File: src/rtl/npc_if.sv
// npc_if: redirect/target inputs and PC/status outputs of the next-PC stage
interface npc_if #(parameter int WIDTH = 32);
    logic             stall;
    logic [2:0]       pcsrc;
    logic [WIDTH-1:0] btarget;
    logic [WIDTH-1:0] jtarget;
    logic [WIDTH-1:0] jrtarget;
    logic [WIDTH-1:0] pc;
    logic [WIDTH-1:0] pcadd4;
    logic             redirect;
    logic             pend;
    logic             alignerr;
    modport master (output stall, pcsrc, btarget, jtarget, jrtarget,
                    input pc, pcadd4, redirect, pend, alignerr);
    modport slave (input stall, pcsrc, btarget, jtarget, jrtarget,
                   output pc, pcadd4, redirect, pend, alignerr);
endinterface

File: src/rtl/next_pc_unit.sv
// next_pc_unit: PC register with seq/branch/jump/jr select and stall-deferred redirect
// Define NPC_ALIGN_CHK_EN to force loaded targets word-aligned and flag alignerr.
module next_pc_unit #(
    parameter int          WIDTH    = 32,
    parameter logic [31:0] RESET_PC = 32'h0000_0000,
    parameter int          PC_STEP  = 4
) (
    input logic clk,
    input logic clrn,
    npc_if.slave bus
);
    logic [WIDTH-1:0] pc, pend_tgt, sel_tgt, load_tgt, fixed_tgt;
    logic             pend, redirect, align_err, req, misalign;
    always_comb begin
        sel_tgt  = (bus.pcsrc == 3'b001) ? bus.btarget :
                   (bus.pcsrc[2:1] == 2'b01) ? bus.jtarget : bus.jrtarget;
        req      = (bus.pcsrc != 3'b000) && (bus.pcsrc[2:1] != 2'b11);
        load_tgt = pend ? pend_tgt : sel_tgt;
`ifdef NPC_ALIGN_CHK_EN
        fixed_tgt = {load_tgt[WIDTH-1:2], 2'b00};
        misalign  = |load_tgt[1:0];
`else
        fixed_tgt = load_tgt;
        misalign  = 1'b0;
`endif
    end
    // Only the first redirect seen during a stall is kept; pending beats a fresh request.
    always_ff @(posedge clk or negedge clrn) begin
        if (!clrn) begin
            pc        <= WIDTH'(RESET_PC);
            pend      <= 1'b0;
            pend_tgt  <= '0;
            redirect  <= 1'b0;
            align_err <= 1'b0;
        end else if (bus.stall) begin
            if (!pend && req) begin
                pend_tgt <= sel_tgt;
                pend     <= 1'b1;
            end
            redirect  <= 1'b0;
            align_err <= 1'b0;
        end else if (pend || req) begin
            pc        <= fixed_tgt;
            pend      <= 1'b0;
            redirect  <= 1'b1;
            align_err <= misalign;
        end else begin
            pc        <= bus.pcadd4;
            redirect  <= 1'b0;
            align_err <= 1'b0;
        end
    end
    assign bus.pc       = pc;
    assign bus.pcadd4   = pc + WIDTH'(PC_STEP);
    assign bus.redirect = redirect;
    assign bus.pend     = pend;
    assign bus.alignerr = align_err;
endmodule
File: src/flat_wrapper.sv
// flat-port wrapper written by rule: the top's interface ports become plain ports
module next_pc_unit_flat 
#(
    parameter int          WIDTH    = 32,
    parameter logic [31:0] RESET_PC = 32'h0000_0000,
    parameter int          PC_STEP  = 4
)
  (clk, clrn, bus_stall, bus_pcsrc, bus_btarget, bus_jtarget, bus_jrtarget, bus_pc, bus_pcadd4, bus_redirect, bus_pend, bus_alignerr);
  npc_if #(.WIDTH(WIDTH)) bus_i ();
  input logic clk;
  input logic clrn;
  input wire logic [$bits(bus_i.stall)-1:0] bus_stall;
  input wire logic [$bits(bus_i.pcsrc)-1:0] bus_pcsrc;
  input wire logic [$bits(bus_i.btarget)-1:0] bus_btarget;
  input wire logic [$bits(bus_i.jtarget)-1:0] bus_jtarget;
  input wire logic [$bits(bus_i.jrtarget)-1:0] bus_jrtarget;
  output wire logic [$bits(bus_i.pc)-1:0] bus_pc;
  output wire logic [$bits(bus_i.pcadd4)-1:0] bus_pcadd4;
  output wire logic [$bits(bus_i.redirect)-1:0] bus_redirect;
  output wire logic [$bits(bus_i.pend)-1:0] bus_pend;
  output wire logic [$bits(bus_i.alignerr)-1:0] bus_alignerr;
  assign bus_i.stall = bus_stall;
  assign bus_i.pcsrc = bus_pcsrc;
  assign bus_i.btarget = bus_btarget;
  assign bus_i.jtarget = bus_jtarget;
  assign bus_i.jrtarget = bus_jrtarget;
  assign bus_pc = bus_i.pc;
  assign bus_pcadd4 = bus_i.pcadd4;
  assign bus_redirect = bus_i.redirect;
  assign bus_pend = bus_i.pend;
  assign bus_alignerr = bus_i.alignerr;
  next_pc_unit #(.WIDTH(WIDTH), .RESET_PC(RESET_PC), .PC_STEP(PC_STEP)) u_core (.clk(clk), .clrn(clrn), .bus(bus_i));
endmodule
File: config.mk
export PLATFORM = sky130hd
export DESIGN_NAME = next_pc_unit_flat
export DESIGN_NICKNAME = d
export VERILOG_FILES = /design/src/rtl/npc_if.sv /design/src/rtl/next_pc_unit.sv /design/src/flat_wrapper.sv
export SDC_FILE = /design/constraint.sdc
export NUM_CORES = 1
export LEC_CHECK = 0
export CORE_AREA = 2 2 106 108
export DETAILED_ROUTE_END_ITERATION = 12
export DIE_AREA = 0 0 108 110
export GPL_ROUTABILITY_DRIVEN = 0
export PLACE_DENSITY_LB_ADDON = 0.08
export SYNTH_ARGS = -nofsm -noshare
export SYNTH_HDL_FRONTEND = slang
export SYNTH_SLANG_ARGS = --single-unit
File: constraint.sdc
create_clock -name clk -period 2.25 [get_ports clk]
set_input_delay 0.45 -clock clk [delete_from_list [all_inputs] [get_ports clk]]
set_output_delay 0.45 -clock clk [all_outputs]
set_load 0.03 [all_outputs]
==> key figures <==
Power and ir drop
  – Worst supply voltage drop on vdd: 0.395 mV
  – Relative contribution of combinational cells to total power: 51.2%
  – Fraction of power spent switching nets: 40.8%
  – Share of total power in the clock network: 17.7%
  – Pint: 3.18 mW
  – Register share of total power: 31.1%
  – P_sw: between 2 and 2.5 mW
  – Areal power density over the cells: around 650 nW/um2
  – Total chip power: 5.36 mW
  – Leakage power total: 3.50 nW

Final layout
  – Antenna Diode Count: 0
  – Post-route core utilization: about 78%
  – Layout Cells excl Fill: 994
  – Ratio of cells with drive above 1 in the final layout: 33.5%
  – Count of nets after finishing: 952
  – Area grow syn2layout: 70.1%

Logic synthesis
  – Yosys synthesis warning count: 0
  – Synthesized-area fraction occupied by ao, oa, aoi and oai cells: 28.1%
  – Seq/Total Area, Yosys: between 30% and 40%
  – Leading cell types by count after synthesis: dfrtp_1 (66), nor2_1 (54), o21ai_0 (43)
  – Post-Synth Simple-Gate Area: 22.7%
  – Post-Syn Instances: 585
  – Number of storage elements in the synthesis netlist: 66
  – Largest cells by area after synthesis: dfrtp_1 (34%), a22oi_1 (5.1%), o21ai_0 (4.4%), mux2_2 (4.4%), a21oi_1 (4.2%)
  – XOR/XNOR share of the synthesized area: 5.03%
  – Netlist cell types: 60
  – Mux cell area share after synthesis: ~4.8%
  – Share of synthesized flip-flops with an asynchronous set or reset: 100%
  – Synth Net Count: 688
  – Post-synth top flop: dfrtp_1
  – Leading cell type by number of instances after synthesis: dfrtp_1
  – Syn Area/Cell: 8.34 um2
  – Number of synthesized flops with an enable pin: 0
  – Largest family of logic cells by synthesized area: compound AO/OA/AOI/OAI gates
  – Share of synthesized cell area in full adder, half adder and majority cells: less than 1%
  – Yosys top cell by area: dfrtp_1
  – Share of the synthesized area in the top cell type: 33.9%
  – Cell area after synthesis: 4880 um2

GRT
  – Overflow after GRT: 0
  – Number of global-route vias before repair: between 5000 and 6000
  – First-pass GRT wire length: about 29000 um
  – Initial antenna violation count: 0
  – Pin count of the biggest net entering global routing: between 60 and 70
  – Overall routing resource usage: 31.0%

Route
  – DRC errors left: 0
  – First-pass DRT Iterations: 5
  – Vias after detailed routing: 5899
  – Detail Route Antenna Nets: 0
  – WL per Instance: 19.1 um
  – Routed Wire Length: around 19000 um
  – Violation count after the first detailed-route iteration: 421
  – Via count normalized by instance count: approximately 6

Clocking
  – CTS root buf: clkbuf_8
  – Count of hold buffers inserted by post-cts repair: 0
  – Worst-path clk slew: 90 ps
  – Inserted Clock Buffers: 9
  – TritonCTS clock tree: yes
  – CTS H-tree lvls: 3
  – Number of buffers on the longest clock path: 2
  – Clk_lat worst skew: 360 ps
  – CTS Sinks: 66

Setup path
  – Startpoint of the lowest-slack register-to-register path: u_core.bus.pc[3]
  – Number of cells on the worst reg-to-reg path: 10
  – Worst endpoint data arrival time: roughly 2000 ps
  – Critical path cell sequence: ha_2 -> nand3_4 -> buf_4 -> nor4_4 -> buf_4 -> nand2_2 -> xnor2_2 -> buf_6
  – Type of the worst setup path: flip-flop to output pin
  – Delay of the slowest cell on the worst path: 390 ps
  – Nature of the critical path endpoint: output pin
  – CP max FO: 5
  – Most prevalent standard cell on the critical path: buf_4
  – Startpoint kind of the worst setup timing path: flip-flop
  – Capturing point of the worst reg2reg path: u_core.bus.pc[26]
  – Standard cell with the maximum stage delay on the critical path: dfrtp_2
  – Required time of the worst setup path: 1800 ps
  – Register-to-Register Setup Slack: between 150 and 200 ps

Timing
  – Count of endpoints failing setup in the final report: 20
  – Post-layout worst setup margin: -215 ps
  – Maximum clock frequency: between 400 and 500 MHz
  – Total count of max-transition violations in the final report: 0
  – Share of the clock period used by the worst path: 110%
  – Time the final worst path needs with I/O delays and setup: 2470 ps
  – Clock tree skew after final layout: between 20 and 25 ps
  – Number of failing hold endpoints at the final stage: 0
  – Setup repair after global routing missed its margin: yes
  – Remaining max-slew budget at the tightest pin: 52.3%
  – Slew at the pin with the worst max-slew slack: 712 ps

Placed design
  – Cell count after placement: 943
  – Hpwl dp: 13500 um
  – IO buf count: 167

Floorplan
  – Die height: around 110 um
  – Placement Rows: 38
  – X dimension of the die: 108 um
  – Area of the die: 11900 um2
  – Initial Utilization: 45.6%
  – Top-level port count: 169
  – Core area: ~11000 um2

Hold path
  – Worst hold path type: primary input to async pin

Run status
  – Status: complete, but fails checks
  – Violated checks: negative setup slack

Run
  – Number of max-capacitance violations reported: 0
[worst max-delay path: cells and delay by family (launching register included)]
kind	cells	cell delay, ps
buffers and inverters	3	520
DFF	1	390
and+or+nand+nor	3	380
adders and majority gates	1	220
xor gates and xnor gates	1	160
[metrics by stage]
stage / setup WS [ps] / hold slack (ps) / TNS [ps] / instance area (um2)
2_1_floorplan: -136 / 154 / -375 / 5140
3_3_place_gp: -100 / 463 / -1050 / 7530
3_5_place_dp: -153 / 472 / -2500 / 7530
4_1_cts: -201 / 112 / -2630 / 8080
5_1_grt: -281 / 110 / -3850 / 8300
6_report: -215 / 99.4 / -2400 / 8300
[timing repair]
| item | 4_1_cts | 5_1_grt |
|---|---|---|
| resized for setup | 62 | 22 |
| pin swaps | 17 | 18 |
| buffers inserted | 18 | 17 |
| setup endpoints to repair | 27 | 27 |
[routing by layer]
layer	GRT usage (%)	routed length (um)	vias up
met5	0	0	-
met4	13.5	524	0
met3	5.58	1610	45
met2	52.3	9290	335
met1	39.2	7540	2822
li1	-	-	2697
[how the worst max path moves through the flow]
stage	startpoint	endpoint	depth (start not counted)
3_5_place_dp	bus_pcsrc[0]	u_core.bus.pc[30]	7
5_1_grt	u_core.bus.pc[2]	bus_pcadd4[16]	8
6_report	u_core.bus.pc[3]	bus_pcadd4[16]	8
4_1_cts	u_core.bus.pc[3]	bus_pcadd4[20]	7
2_1_floorplan	u_core.bus.pc[10]	bus_pcadd4[27]	5
3_3_place_gp	bus_pcsrc[0]	u_core.bus.pc[30]	7
[power by group through the flow]
stage / combinational (mW) / clock (mW) / sequential, mW
floorplan: 1.11 / 0 / 1.95
finish: 2.75 / 0.950 / 1.67
global route: 2.91 / 1.01 / 1.70
detailed placement: 2.54 / 0 / 1.68
global placement: 2.49 / 0 / 1.67
CTS: 2.64 / 0.961 / 1.66
[placed cells by master (no fill, tap or decap), drive strengths merged, types with 5 or more instances in the layout]
cell type / instances
nor3: 9
nor2: 54
o211ai: 7
and2: 12
nand2: 41
o22a: 6
nor2b: 22
clkbuf: 11
buf: 164
a211oi: 5
inv: 12
nand3: 12
nor4: 6
nand2b: 6
or3: 12
o31ai: 9
clkdlybuf4s50: 134
nor3b: 7
a22oi: 33
dfrtp: 66
xnor2: 16
a41o: 6
nand4: 11
o21bai: 9
mux2: 19
a31oi: 8
o311ai: 6
o21ai: 44
a21oi: 41
o22ai: 6
a221oi: 5
xor2: 12
[state kept, by name, indices dropped and copies added (netlist names)]
name	flops
u_core.bus.redirect	1
u_core.pend_tgt	32
u_core.bus.pc	32
u_core.bus.pend	1
[kinds of logic after synthesis]
logic type,after synthesis
fa+ha+maj,1
flops,66
xor+xnor,28
buf+inv,62
compound gates,204
simple gates,202
other cells,1
mux,21
[cell type report]
type / instances / area, um2
Multi-Input combinational cell: 457 / 3420
Timing Repair Buffer: 303 / 2800
Fill cell: 737 / 2400
Sequential cell: 66 / 1680
Tap cell: 140 / 175
Clock buffer: 10 / 138
Inverter: 12 / 45.0
Clock inverter: 6 / 41.3
(Power assumes the default switching activity.)
